## src/rtl/cart_arb_pkg.sv

```systemverilog
// Shared types for the cartridge memory arbiter: FSM states, requester IDs and latched request fields.
// The address width in req_fields_t sets the default ADDR_W of the arbiter.
package cart_arb_pkg;

    localparam int CART_ADDR_W = 22;

    typedef enum logic [1:0] {
        IDLE,
        ISSUE,
        WAIT,
        DONE
    } arb_state_t;

    typedef enum logic [1:0] {
        REQ_LDR,
        REQ_PRG,
        REQ_CHR,
        REQ_REF
    } req_id_t;

    typedef struct packed {
        logic                   we;
        logic [CART_ADDR_W-1:0] addr;
        logic [7:0]             wdata;
    } req_fields_t;

endpackage

```

## src/rtl/cart_arb_req_latch.sv

```systemverilog
// Per-requester pending flag and field capture; a req pulse sets pend one cycle later, last req wins.
// A req arriving after the grant snapshot keeps pend set through the clear so it is serviced again.
module cart_arb_req_latch
    import cart_arb_pkg::*;
(
    input  logic                   clk,
    input  logic                   reset,
    input  logic                   req,
    input  logic                   we,
    input  logic [CART_ADDR_W-1:0] addr,
    input  logic [7:0]             wdata,
    input  logic                   grant,
    input  logic                   clear,
    output logic                   pend,
    output req_fields_t            fields
);

    // fresh marks a capture not yet taken by a grant snapshot
    logic fresh;

    always_ff @(posedge clk) begin
        if (reset) begin
            pend   <= 1'b0;
            fresh  <= 1'b0;
            fields <= '0;
        end else if (req) begin
            pend   <= 1'b1;
            fresh  <= 1'b1;
            fields <= '{we: we, addr: addr, wdata: wdata};
        end else begin
            if (grant) fresh <= 1'b0;
            if (clear) pend  <= fresh;
        end
    end

endmodule

```

## src/rtl/cart_mem_arbiter.sv

```systemverilog
// Shares one byte-wide cartridge memory port between loader, PRG and CHR; req pulse to done = 3 cycles + memory wait.
// Optional refresh slots with CART_ARB_REFRESH_EN; one transaction in flight, mem_req held until mem_ack.
module cart_mem_arbiter
    import cart_arb_pkg::*;
#(
    parameter int ADDR_W         = CART_ADDR_W,
    parameter int REFRESH_PERIOD = 780
) (
    input  logic              clk,
    input  logic              reset,
    input  logic              prg_req,
    input  logic              prg_we,
    input  logic [ADDR_W-1:0] prg_addr,
    input  logic [7:0]        prg_wdata,
    output logic [7:0]        prg_rdata,
    output logic              prg_done,
    input  logic              chr_req,
    input  logic              chr_we,
    input  logic [ADDR_W-1:0] chr_addr,
    input  logic [7:0]        chr_wdata,
    output logic [7:0]        chr_rdata,
    output logic              chr_done,
    input  logic              ldr_req,
    input  logic              ldr_we,
    input  logic [ADDR_W-1:0] ldr_addr,
    input  logic [7:0]        ldr_wdata,
    output logic [7:0]        ldr_rdata,
    output logic              ldr_done,
    output logic              mem_req,
    output logic              mem_we,
    output logic [ADDR_W-1:0] mem_addr,
    output logic [7:0]        mem_wdata,
    input  logic              mem_ack,
    input  logic [7:0]        mem_rdata,
    output logic              mem_refresh
);

    arb_state_t  state, state_nxt;
    req_id_t     winner, sel_id;
    req_fields_t cur, sel_fields;
    req_fields_t prg_f, chr_f, ldr_f;
    logic        pend_prg, pend_chr, pend_ldr;
    logic        sel_vld, grant, finish, busy, rr_chr, refresh_pend;

    cart_arb_req_latch u_prg (
        .clk(clk), .reset(reset), .req(prg_req), .we(prg_we), .addr(prg_addr), .wdata(prg_wdata),
        .grant(grant && sel_id == REQ_PRG), .clear(finish && winner == REQ_PRG),
        .pend(pend_prg), .fields(prg_f)
    );

    cart_arb_req_latch u_chr (
        .clk(clk), .reset(reset), .req(chr_req), .we(chr_we), .addr(chr_addr), .wdata(chr_wdata),
        .grant(grant && sel_id == REQ_CHR), .clear(finish && winner == REQ_CHR),
        .pend(pend_chr), .fields(chr_f)
    );

    cart_arb_req_latch u_ldr (
        .clk(clk), .reset(reset), .req(ldr_req), .we(ldr_we), .addr(ldr_addr), .wdata(ldr_wdata),
        .grant(grant && sel_id == REQ_LDR), .clear(finish && winner == REQ_LDR),
        .pend(pend_ldr), .fields(ldr_f)
    );

`ifdef CART_ARB_REFRESH_EN
    localparam int              REF_W    = (REFRESH_PERIOD > 1) ? $clog2(REFRESH_PERIOD) : 1;
    localparam logic [REF_W-1:0] REF_LAST = REF_W'(REFRESH_PERIOD - 1);
    logic [REF_W-1:0] ref_cnt;

    // A newly due refresh wins over the clear of the slot just serviced
    always_ff @(posedge clk) begin
        if (reset) begin
            ref_cnt      <= '0;
            refresh_pend <= 1'b0;
        end else begin
            ref_cnt <= (ref_cnt == REF_LAST) ? '0 : ref_cnt + 1'b1;
            if (ref_cnt == REF_LAST)
                refresh_pend <= 1'b1;
            else if (finish && winner == REQ_REF)
                refresh_pend <= 1'b0;
        end
    end

    assign mem_refresh = busy && winner == REQ_REF;
`else
    assign refresh_pend = 1'b0;
    assign mem_refresh  = 1'b0;
`endif

    always_comb begin
        sel_vld = 1'b1;
        sel_id  = REQ_LDR;
        if (refresh_pend)
            sel_id = REQ_REF;
        else if (pend_ldr)
            sel_id = REQ_LDR;
        else if (pend_prg && (!pend_chr || !rr_chr))
            sel_id = REQ_PRG;
        else if (pend_chr)
            sel_id = REQ_CHR;
        else
            sel_vld = 1'b0;

        case (sel_id)
            REQ_LDR: sel_fields = ldr_f;
            REQ_PRG: sel_fields = prg_f;
            REQ_CHR: sel_fields = chr_f;
            default: sel_fields = '0;
        endcase
    end

    always_ff @(posedge clk) begin
        if (reset) state <= IDLE;
        else       state <= state_nxt;
    end

    always_comb begin
        state_nxt = state;
        grant     = 1'b0;
        finish    = 1'b0;
        case (state)
            IDLE: if (sel_vld) begin
                state_nxt = ISSUE;
                grant     = 1'b1;
            end
            ISSUE: state_nxt = WAIT;
            WAIT:  if (mem_ack) state_nxt = DONE;
            DONE: begin
                state_nxt = IDLE;
                finish    = 1'b1;
            end
            default: state_nxt = IDLE;
        endcase
    end

    always_ff @(posedge clk) begin
        if (reset) begin
            winner    <= REQ_LDR;
            cur       <= '0;
            rr_chr    <= 1'b0;
            prg_rdata <= '0;
            chr_rdata <= '0;
            ldr_rdata <= '0;
        end else begin
            if (grant) begin
                winner <= sel_id;
                cur    <= sel_fields;
                if (sel_id == REQ_PRG || sel_id == REQ_CHR) rr_chr <= ~rr_chr;
            end
            // Read data is captured on the ack edge so it is valid alongside the done pulse
            if (state == WAIT && mem_ack && !cur.we) begin
                case (winner)
                    REQ_PRG: prg_rdata <= mem_rdata;
                    REQ_CHR: chr_rdata <= mem_rdata;
                    REQ_LDR: ldr_rdata <= mem_rdata;
                    default: ;
                endcase
            end
        end
    end

    assign busy      = (state == ISSUE) || (state == WAIT);
    assign mem_req   = busy && winner != REQ_REF;
    assign mem_we    = busy && cur.we;
    assign mem_addr  = busy ? cur.addr : '0;
    assign mem_wdata = busy ? cur.wdata : '0;
    assign prg_done  = finish && winner == REQ_PRG;
    assign chr_done  = finish && winner == REQ_CHR;
    assign ldr_done  = finish && winner == REQ_LDR;

endmodule

```

## config.mk

```make
export PLATFORM = sky130hd
export DESIGN_NAME = cart_mem_arbiter
export DESIGN_NICKNAME = d
export VERILOG_FILES = /design/src/rtl/cart_arb_pkg.sv /design/src/rtl/cart_arb_req_latch.sv /design/src/rtl/cart_mem_arbiter.sv
export SDC_FILE = /design/constraint.sdc
export NUM_CORES = 1
export LEC_CHECK = 0
export CORE_UTILIZATION = 28
export DETAILED_ROUTE_END_ITERATION = 10
export SETUP_SLACK_MARGIN = 0.1
export SLEW_MARGIN = 15
export SYNTH_ARGS = -nofsm -noshare
export SYNTH_HDL_FRONTEND = slang
export SYNTH_SLANG_ARGS = --single-unit
```

## constraint.sdc

```tcl
create_clock -name clk -period 1.7 [get_ports clk]
set_input_delay 0.34 -clock clk [delete_from_list [all_inputs] [get_ports clk]]
set_output_delay 0.34 -clock clk [all_outputs]
set_load 0.01 [all_outputs]
```

==> results.md, run 1 <==
- CTS tree: done
- Worst Tran Pin Value: 0.524 ns
- Iteration-0 DRC Markers: 365
- Row Count: 55
- Setup_tns: -10.77 ns
- Mapped Area: 6550 um^2
- Vias in the first global route: 5099
- Via density: 4.61
- Register area share after synthesis: 0.486
- Post-Place Worst Slack: -0.268 ns
- CP Launch Type: register
- Worst R2R Start: rr_chr
- Clk_skew: 0.00877 ns
- Maximum VDD drop: 655 uV
- RePlAce Congestion: 0.741
- Chip Width: 155 um
- CP Max Fanout: 8
- Req. time, crit path: 1.36 ns
- Final Util: 0.440
- IO buf count: 165
- Failing checks: setup timing
- Worst skew pair latency: 0.42 ns
- Overall Power: 11.6 mW
- Crit-path cells: inv_2, ha_4, buf_12, buf_16, and2_4, buf_6
- Total track usage: 0.176
- Leakage: 4.30 nW
- Reg2Reg Depth: 8
- Die area: 24000 um^2
- Final setup viols: 64
- Rel. slew slack: 0.650
- Worst Slack Setup Final: -0.247 ns
- Chip height: 155 um
- Fillers: 2195
- Maxcap violations: 0
- Initial core utilization: 0.288
- Outcome: finished with violations
- Commonest non-fill, non-tap cells in the layout: dfxtp_1 (154), mux2i_1 (118), clkdlybuf4s50_1 (102), nor2_1 (96), buf_6 (36)
- Critical setup path kind: register to output port
- Clock root cell: clkbuf_16
- Synth async-reset ratio: 0
- Worst-case clock buffer depth: 2
- Vias: 5208
- Hold Crit Class: input pin to register
- Final Cycle Share: 1.15
- RSZ-0062 raised after global routing: yes
- Largest net degree at the start of global routing: 58
- Routed Antenna Nets: 0
- Antenna Diode Count: 0
- Reg2reg setup slack: -0.18 ns
- Total core area: 22800 um^2
- Layout net count: 919
- CTS clk-pin slew, worst paths: 0.07 ns
- Synth top area cells: dfxtp_1 (49%), mux2i_1 (18%), o2bb2ai_2 (6.9%)
- Post-synth EDFFs: 0
- CP max stage delay: 0.34 ns
- Yosys top cell by area: dfxtp_1
- Remaining global-route overflow: 0
- Clock Sinks: 159
- Hold depth: 4
- Layout cells sized above 1: 0.275
- Number of synthesis warnings: 0
- Synthesis-to-finish area growth: 53.1%
- Reg-to-reg critical path endpoint: cur[28]
- Power per cell area: 1160 nW/um^2
- Final count of pins violating max slew: 0
- I/O pin count: 167
- Avg WL per Cell: 18.3 um
- Residual DRC count: 0
- Arr. time, crit path: 1.61 ns
- Fin. Hold Viols: 0
- Initial antenna violation count: 0
- First-pass GRT wire length: 31400 um
- Syn_nets: 721
- Synth unique cells: 36
- CP max-delay cell: dfxtp_2
- Min-Delay Startpoint: chr_req
- Post-synthesis sequential element count: 159
- Final worst path period need: 1.95 ns
- WHS: 0.452 ns
- Synthesized area per cell: 10.8 um^2
- F_max: 514 MHz
- Commonest non-fill, non-tap cell in the layout: dfxtp_1
- Synth top area share: 0.486
- Most used DFF post-synth: dfxtp_1
- CTS Buf Count: 17
- Worst setup EP type: output port
- Cells after Synth: 606
- Worst Hold End: u_chr.fresh
- Detailed Routing Iterations Pass 1: 6
- Final wirelength: 20700 um
- Dpl hpwl: 11400 um
- H-tree levels: 4
worst max-delay path, delay by kind of cell, from the launching register on:
kind | cells | cell delay, ns
and+or+nand+nor | 1 | 0.15
adders and majority gates | 1 | 0.25
buffers and inverters | 4 | 0.44
DFF | 1 | 0.34
worst max-delay path by stage:
stage          startpoint      endpoint  depth (start not counted)
2_1_floorplan  u_ldr.pend        cur[0]                          7
3_5_place_dp     state[0]   mem_addr[0]                          5
5_1_grt          state[0]  mem_wdata[4]                          6
4_1_cts          state[1]  mem_wdata[4]                          6
6_report         state[0]  mem_wdata[4]                          6
3_3_place_gp     state[0]   mem_addr[3]                          5
cells in the mapped netlist, types with 2 or more instances:
cell type / count
and2_1: 31
buf_2: 16
mux2i_1: 118
nand2_1: 3
a211oi_1: 5
inv_1: 8
dfxtp_1: 159
nor3_1: 4
clkbuf_1: 25
o31ai_1: 2
and3b_1: 2
nor2_1: 96
o2bb2ai_2: 30
a222oi_1: 31
o21ai_0: 2
nand2b_1: 35
ha_1: 8
a311oi_1: 3
buf_1: 3
nand3b_1: 3
a21oi_1: 2
or3_1: 2
buf_4: 2
buf_6: 4
power by group:
group | switching [mW] | internal [mW] | total (mW)
clock network | 1.69 | 2.34 | 4.02
logic | 1.56 | 1.79 | 3.36
registers | 0.203 | 4.02 | 4.23
repair_timing:
| action | CTS | global route |
|---|---|---|
| resized for setup | 253 | 27 |
| endpoints found under the setup margin | 107 | 93 |
| hold buffers | 0 | 0 |
| cloned | 13 | 0 |
| pin swaps | 66 | 29 |
| setup buffers | 17 | 6 |
registers in the layout, summed over array words and instances (netlist names), 2 cells and up:
| register | cells |
|---|---|
| u_chr.fields | 31 |
| u_prg.fields | 31 |
| u_ldr.fields | 31 |
| chr_rdata | 8 |
| prg_rdata | 8 |
| state | 2 |
| cur | 31 |
| winner | 2 |
| ldr_rdata | 8 |
through the flow:
stage                     cells  cell area, um^2
after floorplan             606             6560
after global routing       1129            10000
after global placement     1069             8720
after detailed placement   1069             8720
final                      1129            10000
after CTS                  1129             9970
metal layers:
| layer | routed length (um) | vias to the layer above | track usage |
|---|---|---|---|
| met5 | 0 | - | 0 |
| met4 | 125 | 0 | 0.0382 |
| met3 | 1260 | 9 | 0.0479 |
| met2 | 9750 | 156 | 0.289 |
| met1 | 9530 | 2472 | 0.230 |
| li1 | - | 2571 | - |
cell families (layout without fill, tap and decap cells):
family / Yosys count / in the layout / share of synthesized area
mux: 118 / 118 / 0.180
buf+inv: 58 / 268 / 0.0420
fa+ha+maj: 8 / 8 / 0.0153
other cells: 1 / 1 / 0.000572
flops: 159 / 159 / 0.486
compound gates: 79 / 79 / 0.137
simple gates: 183 / 183 / 0.140
cell type report:
| class | instances | area [um^2] | area share |
|---|---|---|---|
| Timing Repair Buffer | 229 | 2500 | 0.249 |
| Sequential cell | 159 | 3190 | 0.318 |
| Clock inverter | 14 | 183 | 0.0182 |
| Multi-Input combinational cell | 389 | 3310 | 0.330 |
| Inverter | 8 | 32.5 | 0.00324 |
| Tap cell | 313 | 392 | 0.0390 |
| Clock buffer | 17 | 425 | 0.0424 |
No activity file was read; power rests on OpenSTA's default activity.
==> run 2: changes to the inputs <==
--- a/config.mk
+++ b/config.mk
@@ -5,6 +5,7 @@
 export SDC_FILE = /design/constraint.sdc
 export NUM_CORES = 1
 export LEC_CHECK = 0
+export ABC_AREA = 1
 export CORE_UTILIZATION = 28
 export DETAILED_ROUTE_END_ITERATION = 10
 export SETUP_SLACK_MARGIN = 0.1
==> run 2 against run 1 <==
Compared with the run above:
- setup slack improved by 0.023 ns
- critical path depth increased by 1
- synthesized cell count grew 72%
- critical endpoint is now mem_wdata[5]
- global-route usage grew 0.83 points
- combinational power is 53% higher
- hold slack improved by 0.0078 ns
- sequential share of layout area shrank 4.4 points
- highest routed layer unchanged
- the run still ends with setup timing left
- core utilization up 3.3 points
- clock skew increased by 0.0037 ns
- die area grew 8.3%
==> results.md, run 2 <==
- Reg2Reg Depth: 15 (was 8)
- Post-Place Worst Slack: -0.303 ns (was -0.268 ns)
- Chip height: 161 um (was 155 um)
- Vias: 7321 (was 5208)
- Fillers: 2388 (was 2195)
- Synth async-reset ratio: 0 (unchanged)
- Routed Antenna Nets: 0 (unchanged)
- Hold_buf cts: 0 (unchanged)
- Leakage: 5.68 nW (was 4.30 nW)
- Combinational power share: 0.387 (was 0.289)
- CTS tree: done (unchanged)
- Worst Slack Setup Final: -0.224 ns (was -0.247 ns)
- Synth top area cells: dfxtp_1 (45%), nor2_1 (18%), nand2_1 (11%) (was dfxtp_1 (49%), mux2i_1 (18%), o2bb2ai_2 (6.9%))
- Most used DFF post-synth: dfxtp_1 (unchanged)
- Chip Width: 161 um (was 155 um)
- Layout cells sized above 1: 0.320 (was 0.275)
- Hold Crit Class: register to register (was input pin to register)
- I/O pin count: 167 (unchanged)
- Worst setup EP type: output port (unchanged)
- Final Util: 0.473 (was 0.440)
- Mapped Area: 7100 um^2 (was 6550 um^2)
- Detailed Routing Iterations Pass 1: 4 (was 6)
- Layout net count: 1365 (was 919)
- CP max stage delay: 0.34 ns (about the same)
- Vias in the first global route: 7060 (was 5099)
- Synth top area share: 0.448 (was 0.486)
- Post-synthesis sequential element count: 159 (unchanged)
- Residual DRC count: 0 (unchanged)
- Iteration-0 DRC Markers: 410 (was 365)
- Most frequent cells after synthesis: nor2_1 (332), nand2_1 (201), dfxtp_1 (159) (was dfxtp_1 (159), mux2i_1 (118), nor2_1 (96))
- Antenna Diode Count: 0 (unchanged)
- Yosys top cell by area: dfxtp_1 (unchanged)
- WHS: 0.460 ns (was 0.452 ns)
- Commonest non-fill, non-tap cell in the layout: nor2_1 (was dfxtp_1)
- Overall Power: 13.3 mW (was 11.6 mW)
- RePlAce Congestion: 0.799 (was 0.741)
- Final setup viols: 52 (was 64)
- Row Count: 57 (was 55)
- Clk_skew: 0.0124 ns (was 0.00877 ns)
- Worst-case clock buffer depth: 2 (unchanged)
- Final Cycle Share: 1.13 (was 1.15)
- Power per cell area: 1140 nW/um^2 (was 1160 nW/um^2)
- Cells after Synth: 1041 (was 606)
- Placed cells: 1522 (was 1069)
- Crit-path cells: inv_2, ha_4, buf_12, clkbuf_16, nand2_2, inv_1, buf_2 (was inv_2, ha_4, buf_12, buf_16, and2_4, buf_6)
- Area post-placement: 9380 um^2 (was 8720 um^2)
- Final worst path period need: 1.92 ns (was 1.95 ns)
- CTS clk-pin slew, worst paths: 0.07 ns (about the same)
- Maximum VDD drop: 549 uV (was 655 uV)
- H-tree levels: 4 (unchanged)
- Post-synth EDFFs: 0 (unchanged)
- Int Pwr: 8.51 mW (was 8.15 mW)
- CP Max Fanout: 5 (was 8)
- Setup_tns: -7.77 ns (was -10.77 ns)
- Dpl hpwl: 15500 um (was 11400 um)
- Total track usage: 0.184 (was 0.176)
- Failing checks: setup timing (unchanged)
- CP max-delay cell: dfxtp_2 (unchanged)
- Register area share after synthesis: 0.448 (was 0.486)
- Total core area: 24600 um^2 (was 22800 um^2)
- Final wirelength: 24200 um (was 20700 um)
- Number of synthesis warnings: 0 (unchanged)
- RSZ-0062 raised after global routing: yes (unchanged)
- Fin. Hold Viols: 0 (unchanged)
- Psw: 4.75 mW (was 3.45 mW)
- Die area: 26000 um^2 (was 24000 um^2)
- Synth unique cells: 26 (was 36)
- Clock power frac: 0.282 (was 0.347)
- First-pass GRT wire length: 37200 um (was 31400 um)
- Area of the multi-input gates: 4420 um^2 (was 3310 um^2)
- CP Launch Type: register (unchanged)
- Clock root cell: clkbuf_16 (unchanged)
- Largest net degree at the start of global routing: 68 (was 58)
- Syn_nets: 1156 (was 721)
- Worst skew pair latency: 0.43 ns (was 0.42 ns)
- Arr. time, crit path: 1.58 ns (was 1.61 ns)
- IO buf count: 165 (unchanged)
- Clock Sinks: 159 (unchanged)
- Via density: 4.61 (about the same)
- Commonest non-fill, non-tap cells in the layout: nor2_1 (311), dfxtp_1 (153), clkdlybuf4s50_1 (106), o21ai_0 (93), nand2_1 (72) (was dfxtp_1 (154), mux2i_1 (118), clkdlybuf4s50_1 (102), nor2_1 (96), buf_6 (36))
- Synthesized area per cell: 6.82 um^2 (was 10.8 um^2)
- CTS Buf Count: 17 (unchanged)
- Maxcap violations: 0 (unchanged)
- Avg WL per Cell: 15.2 um (was 18.3 um)
- F_max: 520 MHz (was 514 MHz)
- Outcome: finished with violations (unchanged)
- Req. time, crit path: 1.36 ns (about the same)
- Hold depth: 2 (was 4)
- Remaining global-route overflow: 0 (unchanged)
- Design Area, Final: 11600 um^2 (was 10000 um^2)
- Initial core utilization: 0.289 (was 0.288)
- Reg power frac: 0.331 (was 0.364)
- Critical setup path kind: register to output port (unchanged)
- FF/Latch Area: 3190 um^2 (about the same)
- Final count of pins violating max slew: 0 (unchanged)
- Net Sw Frac: 0.358 (was 0.298)
- Count leader, synth: nor2_1 (was dfxtp_1)
- Initial antenna violation count: 0 (unchanged)
- Synthesis-to-finish area growth: 63.8% (was 53.1%)
- Final instance count without filler cells: 1587 (was 1129)
## run 2: cell count changes after synthesis, sizes merged, moves of 57 or more
cell   delta
inv      +57
mux2i   -118
nand2   +198
nand3    +67
nor2    +238
o21ai    +91
## run 2: power by group through the flow
stage / registers, mW / clock network [mW] / logic [mW]
2_1_floorplan: 4.32 / 0 / 1.88
3_3_place_gp: 4.38 / 0 / 3.34
3_5_place_dp: 4.38 / 0 / 3.38
4_1_cts: 4.33 / 3.79 / 4.47
5_1_grt: 4.43 / 3.94 / 5.51
6_report: 4.39 / 3.74 / 5.13
## run 2: path summary, 6_finish.rpt
| check | startpoint | end | slack (ns) |
|---|---|---|---|
| worst max-delay path | state[0] | mem_wdata[5] | -0.22 |
| worst min-delay path | u_ldr.fresh | u_ldr.fresh | 0.46 |
| worst max register to register | u_prg.pend | cur[8] | -0.12 |
| worst min register to register | u_ldr.fresh | u_ldr.fresh | 0.46 |
## run 2: layout make-up
class,instances,share of cell area
clock buffer,17,0.0365
multi-input combinational,752,0.380
clock inverter,15,0.0121
sequential,159,0.274
tap,324,0.0348
timing repair buffer,255,0.240
inverter,65,0.0227
## run 2: worst max-delay path, delay by kind of cell (launching register included)
kind                     cells  cell delay [ns]
flip-flops                   1             0.34
AND/OR/NAND/NOR              1             0.04
buffers and inverters        5             0.49
adder cells (fa/ha/maj)      1             0.28
## run 2: logic make-up after synthesis
family	synth area share
flip-flops	0.448
adder cells (fa/ha/maj)	0.0141
other	0.000528
AO/OA/AOI/OAI	0.106
AND/OR/NAND/NOR	0.349
buffers and inverters	0.0822
## run 2: layer usage
metal	routed length (um)	track usage
met5	0	0
met4	411	0.0493
met3	1150	0.0331
met2	11800	0.309
met1	10900	0.242
## run 2: timing repair
item	CTS	global route
pin swaps	69	119
gates cloned	13	3
buffers inserted	15	11
resized for setup	353	207
endpoints found under the setup margin	90	69
==> run 3: changes to the inputs <==
--- a/config.mk
+++ b/config.mk
@@ -8,6 +8,7 @@
 export ABC_AREA = 1
 export CORE_UTILIZATION = 28
 export DETAILED_ROUTE_END_ITERATION = 10
+export PLACE_DENSITY = 0.54
 export SETUP_SLACK_MARGIN = 0.1
 export SLEW_MARGIN = 15
 export SYNTH_ARGS = -nofsm -noshare
==> run 3 against run 2 <==
Compared with the run above:
- power decreased by 4.5%
- die area stayed put
- core utilization down 1.2 points
- sequential share of layout area grew 0.73 points
- combinational power decreased by 9.4%
- final area decreased by 2.6%
- critical path type unchanged
- the flow still finishes with violations (setup timing)
- global-route usage grew 0.76 points
- first-iteration DRC count fell by 7.6%
- wire length up 1.1%
- clock skew up 0.0016 ns
==> results.md, run 3 (synthesis gave the netlist of run 2 again) <==
- Area of the multi-input gates: 4300 um^2 (was 4420 um^2)
- Chip height: 161 um (unchanged)
- Total core area: 24600 um^2 (unchanged)
- Total track usage: 0.192 (was 0.184)
- F_max: 523 MHz (was 520 MHz)
- Worst setup EP type: output port (unchanged)
- Final count of pins violating max slew: 0 (unchanged)
- Final Cycle Share: 1.12 (was 1.13)
- Dpl hpwl: 15800 um (was 15500 um)
- First-pass GRT wire length: 38400 um (was 37200 um)
- Maxcap violations: 0 (unchanged)
- Chip Width: 161 um (unchanged)
- Final wirelength: 24500 um (was 24200 um)
- Iteration-0 DRC Markers: 379 (was 410)
- Final Util: 0.461 (was 0.473)
- Layout cells sized above 1: 0.278 (was 0.320)
- FF/Latch Area: 3190 um^2 (about the same)
- CP Max Fanout: 7 (was 5)
- RSZ-0062 raised after global routing: yes (unchanged)
- Failing checks: setup timing (unchanged)
- Overall Power: 12.7 mW (was 13.3 mW)
- Top delay family on crit path: buffers and inverters (unchanged)
- Initial antenna violation count: 1 (was 0)
- Outcome: finished with violations (unchanged)
- IO buf count: 165 (unchanged)
- Hold Crit Class: register to register (unchanged)
- Via density: 4.58 (was 4.61)
- CTS clk-pin slew, worst paths: 0.07 ns (about the same)
- Worst Slack Setup Final: -0.212 ns (was -0.224 ns)
- CTS Buf Count: 17 (unchanged)
- Largest net degree at the start of global routing: 71 (was 68)
- Antenna Diode Count: 0 (unchanged)
- H-tree levels: 4 (unchanged)
- Req. time, crit path: 1.36 ns (about the same)
- Clk_skew: 0.0141 ns (was 0.0124 ns)
- Initial core utilization: 0.289 (unchanged)
- Arr. time, crit path: 1.57 ns (was 1.58 ns)
- Detailed Routing Iterations Pass 1: 5 (was 4)
- Fin. Hold Viols: 0 (unchanged)
- Vias: 7225 (was 7321)
- Synthesis-to-finish area growth: 59.7% (was 63.8%)
- Avg WL per Cell: 15.5 um (was 15.2 um)
- Commonest non-fill, non-tap cell in the layout: nor2_1 (unchanged)
- Clock root cell: clkbuf_16 (unchanged)
- CP max-delay cell: dfxtp_2 (unchanged)
- Crit-path cells: inv_2, ha_4, buf_6, buf_16, nand2_2, inv_1, buf_2 (was inv_2, ha_4, buf_12, clkbuf_16, nand2_2, inv_1, buf_2)
- Worst skew pair latency: 0.43 ns (about the same)
- CP Launch Type: register (unchanged)
- Residual DRC count: 0 (unchanged)
- Worst-case clock buffer depth: 2 (unchanged)
- Remaining global-route overflow: 0 (unchanged)
- Leakage: 5.52 nW (was 5.68 nW)
- WP buf/inv: 5 (unchanged)
- Layout net count: 1357 (was 1365)
- Die area: 26000 um^2 (unchanged)
- Final worst path period need: 1.91 ns (was 1.92 ns)
- Power per cell area: 1120 nW/um^2 (was 1140 nW/um^2)
- RePlAce Congestion: 0.764 (was 0.799)
- CP max stage delay: 0.33 ns (was 0.34 ns)
- WHS: 0.457 ns (was 0.460 ns)
- Vias in the first global route: 7120 (was 7060)
- CTS tree: done (unchanged)
- Row Count: 57 (unchanged)
- Commonest non-fill, non-tap cells in the layout: nor2_1 (321), dfxtp_1 (152), clkdlybuf4s50_1 (106), o21ai_0 (93), nand2_1 (92) (was nor2_1 (311), dfxtp_1 (153), clkdlybuf4s50_1 (106), o21ai_0 (93), nand2_1 (72))
- Fillers: 2486 (was 2388)
- Maximum VDD drop: 624 uV (was 549 uV)
- Critical setup path kind: register to output port (unchanged)
- Routed Antenna Nets: 0 (unchanged)
- Clock Sinks: 159 (unchanged)
- Final setup viols: 57 (was 52)
- I/O pin count: 167 (unchanged)
run 3: worst reg2reg max path: stages (launching register included):
cell and delay, ns:
dfxtp_2 0.34, inv_2 0.06, a21oi_4 0.15, nor2_2 0.05, nand2_2 0.10, buf_6 0.11
ha_4 0.22, buf_6 0.14, buf_16 0.14, nand2_4 0.05, nand3_2 0.05, nand2_1 0.05
nor2_1 0.11, nor2_1 0.05, nor2_1 0.09
run 3: what timing repair did:
item	CTS	global route
gates cloned	12	0
pin swaps	139	105
setup buffers	14	3
resized for setup	392	82
hold buffers	0	0
endpoints found under the hold margin	0	0
setup endpoints to repair	91	68
run 3: per-layer routing:
layer / GRT usage / routed length [um]
met5: 0 / 17
met1: 0.243 / 10800
met3: 0.0383 / 1220
met4: 0.0605 / 424
met2: 0.326 / 12000
run 3: area by class of cell:
cell class	instances	area share
multi-input cells	752	0.379
flip-flops and latches	159	0.282
repair buffers	247	0.233
clock buffers	18	0.0387
well taps	324	0.0357
inverters	65	0.0224
clock inverters	12	0.00993
run 3: power by group:
group | switching (mW) | internal [mW]
clock | 1.62 | 2.05
combinational | 2.45 | 2.20
sequential | 0.258 | 4.09
total | 4.33 | 8.34
run 3: stage by stage:
step                std cells  cell area [um^2]  setup slack [ns]  TNS (ns)
floorplan                1041              7100             0.129         0
global placement         1519              9410            -0.161     -6.28
detailed placement       1519              9410            -0.211     -8.97
CTS                      1574             11000            -0.228     -8.07
global route             1577             11300            -0.276    -12.30
finish                   1577             11300            -0.212     -6.81
run 3: path summary, 6_finish.rpt:
| kind | start | depth (start not counted) | end | slack, ns |
|---|---|---|---|---|
| hold / removal | u_prg.fresh | 2 | u_prg.fresh | 0.46 |
| setup reg to reg | u_prg.pend | 14 | cur[10] | -0.06 |
| hold reg to reg | u_prg.fresh | 2 | u_prg.fresh | 0.46 |
| setup / recovery | state[1] | 7 | mem_addr[2] | -0.21 |
